### config.mk
export PLATFORM = sky130hd
export DESIGN_NAME = zion_bin2oh_pipe
export DESIGN_NICKNAME = d
export VERILOG_FILES = /design/src/rtl/zion_bin2oh_pkg.sv /design/src/rtl/zion_bin2oh_dec.sv /design/src/rtl/zion_bin2oh_pipe.sv
export SDC_FILE = /design/constraint.sdc
export NUM_CORES = 1
export LEC_CHECK = 0
export CAP_MARGIN = 20
export CORE_MARGIN = 4
export CORE_UTILIZATION = 51
export CTS_BUF_LIST = sky130_fd_sc_hd__clkbuf_8 sky130_fd_sc_hd__clkbuf_16
export DETAILED_ROUTE_END_ITERATION = 8
export GPL_TIMING_DRIVEN = 1
export MAX_ROUTING_LAYER = met4
export PLACE_DENSITY = 0.77
export SYNTH_ARGS = -nofsm -noshare
export SYNTH_HDL_FRONTEND = slang
export SYNTH_SLANG_ARGS = --single-unit
### constraint.sdc
create_clock -name clk -period 1.7 [get_ports clk]
set_input_delay 0.255 -clock clk [delete_from_list [all_inputs] [get_ports clk]]
set_output_delay 0.255 -clock clk [all_outputs]
set_load 0.03 [all_outputs]
### src/rtl/zion_bin2oh_pkg.sv
// Shared types and helpers for the zion_bin2oh_pipe decoder.
// State encoding and the per-bit target-code calculation.
package zion_bin2oh_pkg;

    localparam int unsigned TGT_W = 32;

    typedef enum logic [1:0] {
        EMPTY = 2'd0,
        ONE   = 2'd1,
        FULL  = 2'd2
    } state_e;

    // Code that lights output bit idx; wraps modulo 2^32 like the constants it models.
    function automatic logic [TGT_W-1:0] bin2oh_target(input int unsigned start,
                                                       input int unsigned step,
                                                       input int unsigned idx);
        return TGT_W'(start) + TGT_W'(idx) * TGT_W'(step);
    endfunction

endpackage

### src/rtl/zion_bin2oh_dec.sv
// Combinational single-channel binary-to-one-hot decoder with out-of-range flag.
module zion_bin2oh_dec
    import zion_bin2oh_pkg::*;
#(
    parameter int unsigned WIDTH_IN  = 5,
    parameter int unsigned WIDTH_OUT = 32,
    parameter int unsigned START     = 0,
    parameter int unsigned STEP      = 1
) (
    input  logic [WIDTH_IN-1:0]  code_i,
    output logic [WIDTH_OUT-1:0] onehot_c,
    output logic                 oor_c
);

    logic [TGT_W-1:0] code_ext;

    assign code_ext = TGT_W'(code_i);

    // Targets beyond the code range can never equal the zero-extended code.
    always_comb begin
        onehot_c = '0;
        for (int unsigned i = 0; i < WIDTH_OUT; i++) begin
            onehot_c[i] = (code_ext == bin2oh_target(START, STEP, i));
        end
    end

    assign oor_c = ~|onehot_c;

endmodule

### src/rtl/zion_bin2oh_pipe.sv
// Multi-channel pipelined binary-to-one-hot decoder behind a two-entry skid buffer.
// Define ZION_BIN2OH_ERRCNT_EN to add the saturating out-of-range counter o_err_cnt.
module zion_bin2oh_pipe
    import zion_bin2oh_pkg::*;
#(
    parameter int unsigned CH        = 4,
    parameter int unsigned WIDTH_IN  = 5,
    parameter int unsigned WIDTH_OUT = 32,
    parameter int unsigned START     = 0,
    parameter int unsigned STEP      = 1,
    parameter int unsigned ERR_CNT_W = 16
) (
    input  logic                    clk,
    input  logic                    rst_n,
    input  logic                    i_vld,
    output logic                    o_rdy,
    input  logic [CH*WIDTH_IN-1:0]  i_dat,
    output logic                    o_vld,
    input  logic                    i_rdy,
    output logic [CH*WIDTH_OUT-1:0] o_dat,
    output logic [CH-1:0]           o_oor
`ifdef ZION_BIN2OH_ERRCNT_EN
    ,
    output logic [ERR_CNT_W-1:0]    o_err_cnt
`endif
);

    if (STEP == 0) begin : g_bad_step
        $error("zion_bin2oh_pipe: STEP must be >= 1");
    end
    if (ERR_CNT_W == 0) begin : g_bad_cnt_w
        $error("zion_bin2oh_pipe: ERR_CNT_W must be >= 1");
    end

    logic [CH*WIDTH_OUT-1:0] dec_dat;
    logic [CH-1:0]           dec_oor;
    logic                    accept_c;
    logic                    retire_c;

    state_e                  state_q;
    logic                    vld_q;
    logic                    rdy_q;
    logic [CH*WIDTH_OUT-1:0] out_dat_q;
    logic [CH-1:0]           out_oor_q;
    logic [CH*WIDTH_OUT-1:0] skid_dat_q;
    logic [CH-1:0]           skid_oor_q;

    for (genvar c = 0; c < CH; c++) begin : g_ch
        zion_bin2oh_dec #(
            .WIDTH_IN  (WIDTH_IN),
            .WIDTH_OUT (WIDTH_OUT),
            .START     (START),
            .STEP      (STEP)
        ) u_dec (
            .code_i   (i_dat[c*WIDTH_IN +: WIDTH_IN]),
            .onehot_c (dec_dat[c*WIDTH_OUT +: WIDTH_OUT]),
            .oor_c    (dec_oor[c])
        );
    end

    assign accept_c = i_vld & rdy_q;
    assign retire_c = vld_q & i_rdy;

    // Skid FSM; o_vld/o_rdy are kept as flops alongside the state.
    always_ff @(posedge clk or negedge rst_n) begin
        if (!rst_n) begin
            state_q    <= EMPTY;
            vld_q      <= 1'b0;
            rdy_q      <= 1'b1;
            out_dat_q  <= '0;
            out_oor_q  <= '0;
            skid_dat_q <= '0;
            skid_oor_q <= '0;
        end else begin
            case (state_q)
                EMPTY: begin
                    if (accept_c) begin
                        out_dat_q <= dec_dat;
                        out_oor_q <= dec_oor;
                        vld_q     <= 1'b1;
                        state_q   <= ONE;
                    end
                end
                ONE: begin
                    if (accept_c && retire_c) begin
                        out_dat_q <= dec_dat;
                        out_oor_q <= dec_oor;
                    end else if (accept_c) begin
                        skid_dat_q <= dec_dat;
                        skid_oor_q <= dec_oor;
                        rdy_q      <= 1'b0;
                        state_q    <= FULL;
                    end else if (retire_c) begin
                        vld_q   <= 1'b0;
                        state_q <= EMPTY;
                    end
                end
                FULL: begin
                    if (retire_c) begin
                        out_dat_q <= skid_dat_q;
                        out_oor_q <= skid_oor_q;
                        rdy_q     <= 1'b1;
                        state_q   <= ONE;
                    end
                end
                default: begin
                    vld_q   <= 1'b0;
                    rdy_q   <= 1'b1;
                    state_q <= EMPTY;
                end
            endcase
        end
    end

    assign o_vld = vld_q;
    assign o_rdy = rdy_q;
    assign o_dat = out_dat_q;
    assign o_oor = out_oor_q;

`ifdef ZION_BIN2OH_ERRCNT_EN
    logic [ERR_CNT_W-1:0] err_cnt_q;

    // Counts accepted beats with any out-of-range channel, sticking at all-ones.
    always_ff @(posedge clk or negedge rst_n) begin
        if (!rst_n) begin
            err_cnt_q <= '0;
        end else if (accept_c && (|dec_oor) && (err_cnt_q != '1)) begin
            err_cnt_q <= err_cnt_q + ERR_CNT_W'(1);
        end
    end

    assign o_err_cnt = err_cnt_q;
`endif

endmodule

==> results.py, run 1 <==
metrics = {
    "final_layout": {
        "drive_gt1_share_pct": 22.8,
        "syn2layout_area_growth_pct": 29.8,
        "nets": 1349,
        "final_cell_mix": "264 x dfrtp_1, 155 x mux2_1, 140 x nand3b_1",
        "final_common_cell": "dfrtp_1",
    },
    "timing": {
        "finalSetupViolations": 197,
        "finalHoldViolCount": 0,
        "finClkSkew_ns": 0.00807,
        "finalCriticalPeriod_ns": 1.86,
        "relSlewSlack_pct": 63.7,
        "timing.setup.tns_ns": -14.82,
        "rsz0062_at_grt": "true",
        "tightest_slew_ns": 0.537,
        "timing.fmax_mhz": 538,
        "setup_ws_ns": -0.160,
        "slew_violations": 0,
        "finalCritPeriodShare_pct": 109,
    },
    "clock_tree": {
        "clk_pin_slew_ns": 0.06,
        "cts_buffer_depth": 3,
        "cts_root_buf": "clkbuf_16",
        "cts_tree": "yes",
        "cts_sinks": 268,
        "htree_levels": 1,
        "clkLatencyLatePin_ns": 0.53,
        "cts_buffers": 29,
    },
    "status": {
        "violations": "setup timing",
        "run_status": "finished, violations left",
    },
    "floorplanning": {
        "die_x_um": 169,
        "core_area_mm2": 0.0253,
        "std_cell_rows": 58,
        "dieHeight_um": 169,
        "initial_utilization_pct": 52.1,
        "ios": 158,
        "fp.dieArea_mm2": 0.0285,
    },
    "worst_setup_path": {
        "required_ns": 2.11,
        "arrival_ns": 2.27,
        "path_max_fanout": 9,
        "critPathLaunchType": "register",
        "end_kind": "register",
        "critical_path_class": "register to register",
    },
    "power": {
        "p_total_w": 0.0162,
        "p_leak_nw": 8.56,
        "power_per_cell_area_mw_per_mm2": 947,
        "vdd_drop_max_mv": 0.668,
    },
    "placement": {
        "dpl.hpwl_um": 20400,
        "io_buffers": 157,
        "place_congestion": 0.798,
    },
    "routing": {
        "first_iter_violations": 662,
        "vias_per_cell": 5.78,
        "vias": 9679,
        "ant_nets": 0,
        "drc_errors": 0,
        "wirelength_um": 31800,
        "wl_per_cell_um": 19.0,
        "firstDrtPassIters": 5,
    },
    "global_route": {
        "track_usage_pct": 23.0,
        "grt_pass1_vias": 9968,
        "grt_remaining_overflow": 0,
        "antenna_found_initial": 1,
        "grt_pass1_wl_um": 53000,
        "grt_max_degree": 67,
    },
    "flow_run": {
        "cap_violations": 0,
    },
    "yosys": {
        "synth_area_per_cell_um2": 11.8,
        "yosysWarnings": 0,
        "synthesis.area_mm2": 0.0132,
        "synth_nets": 1145,
        "synth-seq-area-share_pct": 50.9,
        "syn_inst": 1121,
        "synth-seq-cells": 268,
        "ys_types": 34,
    },
    "min_path": {
        "hold_class": "input pin to asynchronous set/reset pin",
    },
}
registers in the layout (all words and copies together) (netlist names):
register	cells
o_dat	128
o_oor	4
o_rdy	1
o_vld	1
skid_dat_q	128
skid_oor_q	4
state_q	2
worst paths after layout:
kind	slack, ns	start	cells past startpoint	endpoint
worst min register to register	0.48	o_dat[86]	1	o_dat[86]
worst max-delay path	-0.16	o_rdy	5	o_dat[91]
worst min-delay path	0.24	rst_n	2	o_dat[23]
min in group clk	0.48	o_dat[86]	1	o_dat[86]
worst max register to register	-0.16	o_rdy	5	o_dat[91]
max in group asynchronous	0.80	rst_n	3	o_dat[51]
kinds of logic (layout without fill, tap and decap cells):
group | after synthesis | in the layout | synth area share [%]
AND/OR/NAND/NOR | 324 | 324 | 14.3
multiplexers | 260 | 260 | 22.2
AO/OA/AOI/OAI | 137 | 137 | 7.93
buffers and inverters | 132 | 356 | 4.70
flip-flops | 268 | 268 | 50.9
other | 0 | 1 | 0
timing repair:
item / 4_1_cts / 5_1_grt
pin swaps: 0 / 0
endpoints found under the hold margin: 40 / 0
resized for setup: 163 / 10
gates cloned: 3 / 0
setup endpoints to repair: 261 / 261
setup buffers: 6 / 1
hold buffers: 1 / 0
layer usage:
layer	up-vias	part of all wire, %	global-route usage, %
li1	4438	-	-
met1	4953	45	31.3
met2	249	50	38.1
met3	39	4.0	2.31
met4	0	1.5	4.73
met5	-	0	-
power by group:
group          internal (W)  switching (W)  total (W)
clock               0.00389        0.00252    0.00640
combinational       0.00100        0.00166    0.00266
sequential          0.00688       0.000266    0.00715
area by class of cell:
cell class / instances / area (um2)
fillers: 1885 / 8210
flip-flops and latches: 268 / 6710
clock inverters: 14 / 145
multi-input cells: 721 / 6000
inverters: 5 / 18.8
diodes: 1 / 2.50
repair buffers: 300 / 2980
clock buffers: 37 / 836
well taps: 330 / 413
cells in the mapped netlist (all sizes together):
| cell type | count | area share (%) |
|---|---|---|
| o32a | 1 | 0.076 |
| nand4 | 1 | 0.047 |
| nor2 | 121 | 3.4 |
| or3 | 4 | 0.19 |
| nand2b | 11 | 0.52 |
| or3b | 12 | 0.80 |
| mux2 | 256 | 22 |
| inv | 5 | 0.14 |
| nand4bb | 1 | 0.085 |
| nand3b | 140 | 8.0 |
| nand2 | 12 | 0.34 |
| and2 | 5 | 0.24 |
| nor3 | 8 | 0.30 |
| buf | 56 | 2.5 |
| dfstp | 1 | 0.20 |
| nand3 | 4 | 0.15 |
| and3b | 1 | 0.066 |
| a21boi | 3 | 0.17 |
| or2 | 3 | 0.14 |
| o31ai | 120 | 6.8 |
| nor2b | 1 | 0.047 |
| o21ai | 2 | 0.076 |
| clkbuf | 71 | 2.0 |
| a211o | 1 | 0.066 |
| mux2i | 4 | 0.30 |
| o41ai | 8 | 0.53 |
| o221ai | 2 | 0.18 |
| dfrtp | 267 | 51 |
through the flow:
stage                     hold WS [ns]  worst slack, ns  std cells  util [%]  cell area [um2]
after floorplan                -0.0406           -0.134       1121         -            13200
after global placement           0.210           -0.368       1613      63.1            16000
after detailed placement         0.212           -0.430       1613      63.1            16000
after CTS                        0.234           -0.164       1674      67.4            17100
after global routing             0.255           -0.215       1676      67.6            17100
final                            0.239           -0.160       1676      67.6            17100
worst max-delay path: stages, from the launching register on:
cell and delay [ns]:
dfstp_2 0.53, nand4_1 0.15, o221ai_4 0.26, buf_12 0.20, bufbuf_16 0.28, mux2_1 0.32
Note: power is estimated with default switching activity, not from simulation.
==> inputs of run 2 (changes only) <==
Settings changed: HOLD_SLACK_MARGIN from default to 0.1.
==> results of run 2 <==
No change in the layout: final DEF, timing and power equal those of run 1.
==> inputs of run 3 (changes only) <==
Settings changed: CORE_UTILIZATION 51 to 58, DONT_BUFFER_PORTS from default to 1, PLACE_DENSITY 0.77 to 0.76.
==> run 3 against run 2 <==
Against the previous run: the run ends with hold timing, setup timing left; largest cell class unchanged; register-to-register slack improved by 0.05 ns; power fell by 4.1%; maximum frequency rose by 2.6%; flip-flop and latch count did not move; non-clock buffer count fell by 237.
==> results.py, run 3 (synthesis gave the netlist of run 1 again) <==
metrics = {
    "status": {
        "run_status": "finished, violations left",
        "violations": "hold timing, setup timing",
    },
    "timing": {
        "timing.fmax_mhz": 552,
        "timing.setup.tns_ns": -19.95,
        "relSlewSlack_pct": 61.4,
        "rsz0062_at_grt": "true",
        "hold_slack_ns": -0.585,
        "finClkSkew_ns": 0.0148,
        "slew_violations": 0,
        "finalSetupViolations": 260,
        "finalCriticalPeriod_ns": 1.81,
        "finalCritPeriodShare_pct": 107,
        "finalHoldViolCount": 268,
        "setup_ws_ns": -0.113,
        "tightest_slew_ns": 0.578,
    },
    "worst_setup_path": {
        "cp_slowest_cell": "dfstp_2",
        "reg2reg_depth": 5,
        "path_max_fanout": 12,
        "required_ns": 2.11,
        "arrival_ns": 2.22,
        "r2r_start": "o_rdy",
        "cpPeakStageDelay_ns": 0.55,
        "crit_chain": "buf_4 -> and3b_2 -> nand2_4 -> clkbuf_16 -> mux2_1",
        "r2r-end": "skid_dat_q[87]",
        "critPathLaunchType": "register",
        "crit_family": "flip-flops",
        "end_kind": "register",
        "critical_path_class": "register to register",
        "crit_buf_inv": 2,
        "r2r_slack_ns": -0.11,
    },
    "final_layout": {
        "final_cell_mix": "265 x dfrtp_1, 140 x nand3b_1, 121 x nor2_1, 121 x mux2_1, 120 x o31ai_1",
        "syn2layout_area_growth_pct": 13.9,
        "final_common_cell": "dfrtp_1",
        "antenna_cells": 0,
        "drive_gt1_share_pct": 22.1,
        "nets": 1111,
        "design_area_mm2": 0.0150,
    },
    "routing": {
        "first_iter_violations": 709,
        "ant_nets": 0,
        "vias_per_cell": 6.34,
        "firstDrtPassIters": 5,
        "vias": 8769,
        "wirelength_um": 30400,
        "drc_errors": 0,
        "wl_per_cell_um": 22.0,
    },
    "flow_run": {
        "cap_violations": 0,
    },
    "clock_tree": {
        "htree_levels": 1,
        "clkLatencyLatePin_ns": 0.54,
        "cts_buffer_depth": 3,
        "cts_tree": "yes",
        "cts_root_buf": "clkbuf_16",
        "cts_sinks": 268,
        "clk_pin_slew_ns": 0.06,
        "cts_buffers": 28,
    },
    "power": {
        "vdd_drop_max_mv": 0.711,
        "power_per_cell_area_mw_per_mm2": 1030,
        "p_total_w": 0.0155,
        "p_leak_nw": 6.95,
    },
    "global_route": {
        "track_usage_pct": 23.3,
        "grt_remaining_overflow": 0,
        "grt_pass1_vias": 8922,
        "grt_pass1_wl_um": 48500,
        "grt_max_degree": 269,
        "antenna_found_initial": 0,
    },
    "placement": {
        "place_congestion": 0.771,
        "io_buffers": 0,
        "dpl.hpwl_um": 17100,
        "placed_area_mm2": 0.0135,
    },
    "min_path": {
        "hold_class": "input pin to asynchronous set/reset pin",
    },
    "floorplanning": {
        "initial_utilization_pct": 59.7,
        "fp.dieArea_mm2": 0.0252,
        "core_area_mm2": 0.0221,
        "dieHeight_um": 159,
        "die_x_um": 159,
        "std_cell_rows": 54,
        "ios": 158,
    },
}
## run 3: cell count changes in the layout (fill, tap and decap cells not counted), moves of 4 or more
cell,change
buf_12,-17
mux2_1,-34
clkbuf_16,+4
buf_4,-78
clkdlybuf4s50_1,-22
mux2_4,+39
dlygate4sd2_1,-132
dlygate4sd3_1,+9
mux2_2,-5
## run 3: stage by stage
step,hold slack [ns],utilization [%],cells,worst slack (ns)
global placement,-0.0319,61.1,1317,-0.0565
CTS,-0.603,66.7,1375,-0.115
global route,-0.601,68.0,1384,-0.196
detailed placement,-0.0327,61.1,1317,-0.111
finish,-0.585,68.0,1384,-0.113
floorplan,-0.0406,-,1121,-0.134
## run 3: where the power goes
part           internal [W]  leakage, nW  switching [W]
Combinational      0.000494         2.74       0.000348
Clock               0.00404        0.489        0.00251
Sequential          0.00687         3.72        0.00128
## run 3: area by class of cell
cell class	instances	area (um2)
timing repair buffer	63	822
clock inverter	13	194
fill	1564	7070
tap	280	350
clock buffer	34	795
multi-input combinational	721	6130
inverter	5	18.8
sequential	268	6710
## run 3: worst max-delay path by stage
stage          start        endpoint  slack (ns)  depth (start not counted)
2_1_floorplan  o_rdy       o_dat[99]       -0.13                          5
3_3_place_gp   o_rdy       o_dat[27]       -0.06                          5
3_5_place_dp   o_rdy       o_dat[23]       -0.11                          5
4_1_cts        o_rdy       o_dat[23]       -0.12                          5
5_1_grt        o_rdy       o_dat[44]       -0.20                          5
6_report       o_rdy  skid_dat_q[87]       -0.11                          5
## run 3: timing repair
action / CTS / global route
endpoints found under the setup margin: 128 / 198
hold buffers: 8 / 2
buffers inserted: 3 / 0
cloned: 0 / 7
hold endpoints to repair: 285 / 269
pin swaps: 0 / 0
resized for setup: 35 / 36
## run 3: routing by layer
| metal | vias up | part of all wire [%] | track usage (%) |
|---|---|---|---|
| met5 | - | 0 | - |
| met4 | 0 | 2.2 | 5.48 |
| met3 | 42 | 6.7 | 4.82 |
| met2 | 266 | 49 | 37.5 |
| met1 | 4509 | 42 | 30.8 |
| li1 | 3952 | - | - |
